`src/rtl/ins_fetch.sv`:
```
// Instruction prefetcher: one outstanding memory read feeding a DEPTH-entry queue, flushed on redirect.
// Optional statistics counters are built only when INS_FETCH_STATS_EN is defined.
module ins_fetch #(
  parameter int          DEPTH    = 4,
  parameter logic [15:0] RESET_PC = 16'h0000
) (
  input  logic        clk,
  input  logic        clear_n,
  output logic        mem_req,
  output logic [15:0] mem_addr,
  input  logic        mem_ack,
  input  logic [15:0] mem_data,
  output logic [15:0] ins,
  output logic [15:0] ins_pc,
  output logic        ins_valid,
  input  logic        ins_ready,
  input  logic        redirect,
  input  logic [15:0] redirect_pc,
  output logic [15:0] stat_fetches,
  output logic [15:0] stat_discards
);

  localparam int AW = $clog2(DEPTH);
  localparam int CW = AW + 1;
  localparam logic [CW-1:0] DEPTH_C = CW'(DEPTH);

  typedef enum logic [1:0] {IDLE, FETCH, DISCARD} state_t;

  state_t        r_state, w_state_nxt;
  logic [15:0]   r_fetch_addr, w_fetch_addr_nxt;
  logic          r_mem_req, w_mem_req_nxt;
  logic [15:0]   r_mem_addr, w_mem_addr_nxt;
  logic [CW-1:0] r_count, w_count_after;
  logic [AW-1:0] r_rd_ptr, r_wr_ptr;
  logic [15:0]   r_q_ins [DEPTH];
  logic [15:0]   r_q_pc  [DEPTH];
  logic          w_push, w_pop, w_drop;

  // Redirect outranks both the consumer and the memory ack.
  assign w_pop = (r_count != '0) && ins_ready && !redirect;
  assign w_count_after = r_count + CW'(1) - CW'(w_pop);

  always_comb begin
    w_state_nxt      = r_state;
    w_fetch_addr_nxt = r_fetch_addr;
    w_mem_addr_nxt   = r_mem_addr;
    w_push           = 1'b0;
    w_drop           = 1'b0;
    case (r_state)
      IDLE: begin
        if (redirect) begin
          w_state_nxt      = FETCH;
          w_fetch_addr_nxt = redirect_pc;
          w_mem_addr_nxt   = redirect_pc;
        end else if (r_count < DEPTH_C) begin
          w_state_nxt    = FETCH;
          w_mem_addr_nxt = r_fetch_addr;
        end
      end
      FETCH: begin
        if (redirect) begin
          w_fetch_addr_nxt = redirect_pc;
          if (mem_ack) begin
            w_drop         = 1'b1;
            w_mem_addr_nxt = redirect_pc;
          end else begin
            w_state_nxt = DISCARD;
          end
        end else if (mem_ack) begin
          w_push           = 1'b1;
          w_fetch_addr_nxt = r_fetch_addr + 16'd1;
          if (w_count_after < DEPTH_C) begin
            w_mem_addr_nxt = r_fetch_addr + 16'd1;
          end else begin
            w_state_nxt = IDLE;
          end
        end
      end
      DISCARD: begin
        if (redirect) w_fetch_addr_nxt = redirect_pc;
        if (mem_ack) begin
          w_drop         = 1'b1;
          w_state_nxt    = FETCH;
          w_mem_addr_nxt = redirect ? redirect_pc : r_fetch_addr;
        end
      end
      default: w_state_nxt = IDLE;
    endcase
    w_mem_req_nxt = (w_state_nxt != IDLE);
  end

  always_ff @(posedge clk or negedge clear_n) begin
    if (!clear_n) begin
      r_state      <= IDLE;
      r_fetch_addr <= RESET_PC;
      r_mem_req    <= 1'b0;
      r_mem_addr   <= '0;
    end else begin
      r_state      <= w_state_nxt;
      r_fetch_addr <= w_fetch_addr_nxt;
      r_mem_req    <= w_mem_req_nxt;
      r_mem_addr   <= w_mem_addr_nxt;
    end
  end

  // In FETCH the request address is the pc of the word being returned.
  always_ff @(posedge clk or negedge clear_n) begin
    if (!clear_n) begin
      r_count  <= '0;
      r_rd_ptr <= '0;
      r_wr_ptr <= '0;
      for (int i = 0; i < DEPTH; i++) begin
        r_q_ins[i] <= '0;
        r_q_pc[i]  <= '0;
      end
    end else if (redirect) begin
      r_count  <= '0;
      r_rd_ptr <= '0;
      r_wr_ptr <= '0;
    end else begin
      r_count <= r_count + CW'(w_push) - CW'(w_pop);
      if (w_push) begin
        r_q_ins[r_wr_ptr] <= mem_data;
        r_q_pc[r_wr_ptr]  <= r_mem_addr;
        r_wr_ptr          <= r_wr_ptr + AW'(1);
      end
      if (w_pop) r_rd_ptr <= r_rd_ptr + AW'(1);
    end
  end

  assign mem_req   = r_mem_req;
  assign mem_addr  = r_mem_addr;
  assign ins       = r_q_ins[r_rd_ptr];
  assign ins_pc    = r_q_pc[r_rd_ptr];
  assign ins_valid = (r_count != '0);

`ifdef INS_FETCH_STATS_EN
  logic [15:0] r_stat_fetches, r_stat_discards;

  always_ff @(posedge clk or negedge clear_n) begin
    if (!clear_n) begin
      r_stat_fetches  <= '0;
      r_stat_discards <= '0;
    end else begin
      if (w_push && (r_stat_fetches != 16'hFFFF)) r_stat_fetches <= r_stat_fetches + 16'd1;
      if (w_drop && (r_stat_discards != 16'hFFFF)) r_stat_discards <= r_stat_discards + 16'd1;
    end
  end

  assign stat_fetches  = r_stat_fetches;
  assign stat_discards = r_stat_discards;
`else
  assign stat_fetches  = 16'h0000;
  assign stat_discards = 16'h0000;
`endif

endmodule

```
`config.mk`:
```
export PLATFORM = sky130hd
export DESIGN_NAME = ins_fetch
export DESIGN_NICKNAME = d
export VERILOG_FILES = /design/src/rtl/ins_fetch.sv
export SDC_FILE = /design/constraint.sdc
export NUM_CORES = 1
export LEC_CHECK = 0
export ABC_AREA = 0
export BUFFER_PORTS_ARGS = -buffer_cell sky130_fd_sc_hd__buf_2
export CORE_MARGIN = 2
export CORE_UTILIZATION = 64
export CTS_BUF_LIST = sky130_fd_sc_hd__clkbuf_4 sky130_fd_sc_hd__clkbuf_8
export CTS_CLUSTER_SIZE = 24
export DETAILED_ROUTE_END_ITERATION = 16
export GPL_ROUTABILITY_DRIVEN = 0
export PLACE_DENSITY = 0.88
export SYNTH_ARGS = -nofsm -noshare
export SYNTH_HDL_FRONTEND = slang
export SYNTH_SLANG_ARGS = --single-unit
```
`constraint.sdc`:
```
create_clock -name clk -period 5.85 [get_ports clk]
set_input_delay 0.585 -clock clk [delete_from_list [all_inputs] [get_ports clk]]
set_output_delay 0.585 -clock clk [all_outputs]
set_load 0.01 [all_outputs]
```
==> out/qor.yml <==
status: "completed"
async_flop_share_pct: 100
yosysMostFrequentCell: "dfrtp_1"
start_kind: "flop"
path_class: "reg2reg"
cp.required_ns: 6.16
period_share_pct: 51.5
drv_slew: 0
synth_xor_area_share_pct: 1.54
synth-simple-area-share_pct: 6.00
io-pin-count: 119
start_util_pct: 65.0
fp.dieW_um: 119
rsz0062_at_grt: "no"
max_stage_delay_ns: 0.99
fmax_mhz: 332
startpoint: "r_state[0]"
tns_ns: 0
area_growth_pct: 8.55
syn_avg_cell_area_um2: 13.6
syn_area_um2: 8530
ys.flop_type: "dfrtp_1"
synth_top_family_by_area: "multiplexers"
port_buffers: 86
p_leak_nw: 4.47
drc: 0
synth_seq_cells: 170
dieHeight_um: 119
drt_wl_total_mm: 17.0
cts_tree: "built"
clkTransAtPathRegs_ns: 0.09
timing.rr.start: "r_state[0]"
wl_per_cell_um: 19.1
synth_area_leaders: "dfrtp_1, mux2_2, mux4_2"
finalHoldViolCount: 0
wl_met1_mm: 7.28
detail-route-antenna-nets: 0
via_count: 5216
overflow: 0
path_max_fanout: 26
grt_pass1_wl_mm: 27.9
holdCritPathClass: "in2async"
synth_mux_area_share_pct: 30.3
core-area_um2: 13100
viasPerCell: 5.89
cts_buffer_depth: 2
placed_area_um2: 8820
antenna_found_initial: 0
fillers: 907
utilization_pct: 70.5
slowest_stage: "dfrtp_1"
tightest_slew_ns: 1.08
final.min_clock_period_ns: 3.01
cts_resized: 0
clkSinkCount: 170
cts-root-buf: "clkbuf_8"
grt_pass1_vias: 5415
post_synth_fa_ha_maj_area_fraction_pct: 1.26
yosysWarnings: 0
stdcell_area_um2: 9260
drive_gt1_share_pct: 41.3
rows: 42
dr.first_iter.drc_count: 346
maxCapViolations: 0
p_per_area_nw_per_um2: 492
grt_start_max_net_pins: 119
seq_area_frac_synth_pct: 49.8
critPathCaptureType: "flop"
post_cts_buffers: 0
clkLatencyLatePin_ns: 0.46
synthDistinctLibCells: 50
wl_met3_um: 639
cts_hold_buf: 0
met2_length_mm: 8.84
max-slew-margin-rel_pct: 27.5
finalSetupViolCount: 0
skew_ns: 0.0137
rrSetupSlack_ns: 2.84
power_w: 0.00455
die_area_um2: 14300
synthCells: 629
firstDrtPassIters: 4
crit_chain: "nand2b_4 > nor3_4 > inv_1 > ha_1 > inv_1 > ha_1 > fa_1 > xnor2_1 > nor2_1"
top_layer: "met4"
holdWs_ns: 0.264
fin_nets: 742
vdd_drop_max_uv: 226
critPathArrivalTime_ns: 3.32
yosys-top-cells-count: "dfrtp_1, mux2_2, buf_4, mux2i_1"
yosys.area.top_type: "dfrtp_1"
grt_usage_pct: 25.2
cts_inserted_buffers: 17
synth_compound_area_share_pct: 4.53
hpwl_mm: 11.2
diodes: 0
r2r_cells: 9
htree_levels: 4
reg2reg_to: "r_count[2]"
synth_top_cell_area_share_pct: 49.8
synth_edf_count: 0
crit_end: "r_count[2]"
## critical path, delay by kind of cell (launching register included)
| family | cells | cell delay, ns |
|---|---|---|
| buffers and inverters | 2 | 0.13 |
| and+or+nand+nor | 3 | 0.72 |
| DFF | 1 | 0.99 |
| adders and majority gates | 3 | 0.85 |
| xor gates and xnor gates | 1 | 0.16 |
## final cells by class
class / instances / area, µm² / share of cell area [%]
multi-input combinational: 407 / 3840 / 41.5
sequential: 170 / 4260 / 45.9
tap: 176 / 220 / 2.38
clock buffer: 25 / 332 / 3.58
inverter: 12 / 45.0 / 0.486
clock inverter: 7 / 110 / 1.19
timing repair buffer: 89 / 459 / 4.96
## worst min path at each step
stage	depth (start not counted)	slack, ns	startpoint	endpoint
floorplan	0	0.29	clear_n	mem_addr[0]
global placement	2	0.46	r_q_pc[16]	r_q_pc[16]
detailed placement	2	0.47	r_q_pc[16]	r_q_pc[16]
CTS	1	0.31	clear_n	r_q_ins[50]
global route	1	0.35	clear_n	r_q_ins[17]
finish	1	0.26	clear_n	r_q_ins[50]
## state kept, by name, summed over array words and instances, names as in the netlist
register,cells
r_rd_ptr,2
r_count,3
r_q_pc,64
r_wr_ptr,2
mem_addr,16
r_q_ins,64
r_state,2
r_fetch_addr,16
mem_req,1
## cell usage in the layout (no fill, tap or decap), types with 2 or more instances in the layout
| cell type | count |
|---|---|
| a21boi_0 | 3 |
| mux2_2 | 123 |
| clkinv_2 | 4 |
| mux2_4 | 4 |
| conb_1 | 32 |
| and4_1 | 2 |
| mux2i_1 | 34 |
| a221o_1 | 9 |
| o211ai_1 | 6 |
| clkbuf_4 | 2 |
| nor2b_1 | 7 |
| and3_1 | 2 |
| nand2_4 | 4 |
| nand4_1 | 4 |
| nand2b_1 | 5 |
| nand3_1 | 9 |
| bufinv_16 | 3 |
| dfrtp_1 | 169 |
| nand2_1 | 32 |
| mux4_2 | 32 |
| a21oi_1 | 7 |
| xnor2_1 | 9 |
| mux2_1 | 7 |
| buf_2 | 85 |
| inv_1 | 10 |
| nor3_1 | 3 |
| xor2_1 | 6 |
| o21ai_0 | 14 |
| nor2_1 | 28 |
| clkbuf_8 | 23 |
| inv_2 | 2 |
| ha_1 | 7 |
| buf_4 | 3 |
## cell families after synthesis
logic type	Yosys count
XOR/XNOR	15
flip-flops	170
multiplexers	200
adder cells (fa/ha/maj)	8
AO/OA/AOI/OAI	51
other	1
AND/OR/NAND/NOR	101
buffers and inverters	83
## power breakdown
part / internal (W) / total (W) / switching, W
registers: 0.00165 / 0.00206 / 0.000411
logic: 0.000885 / 0.00160 / 0.000713
clock network: 0.000498 / 0.000896 / 0.000398
total: 0.00303 / 0.00455 / 0.00152
## per-stage QoR
step,worst slack (ns),instances
2_1_floorplan,3.31,660
3_5_place_dp,2.70,854
5_1_grt,2.63,886
3_3_place_gp,2.86,854
4_1_cts,2.87,886
6_report,2.84,886
## routing by layer
| layer | up-vias | global-route usage [%] |
|---|---|---|
| li1 | 2346 | - |
| met1 | 2724 | 33.3 |
| met2 | 131 | 42.8 |
| met3 | 15 | 5.12 |
| met4 | 0 | 6.76 |
| met5 | - | 0 |
Note: power is estimated with default switching activity, not from simulation.
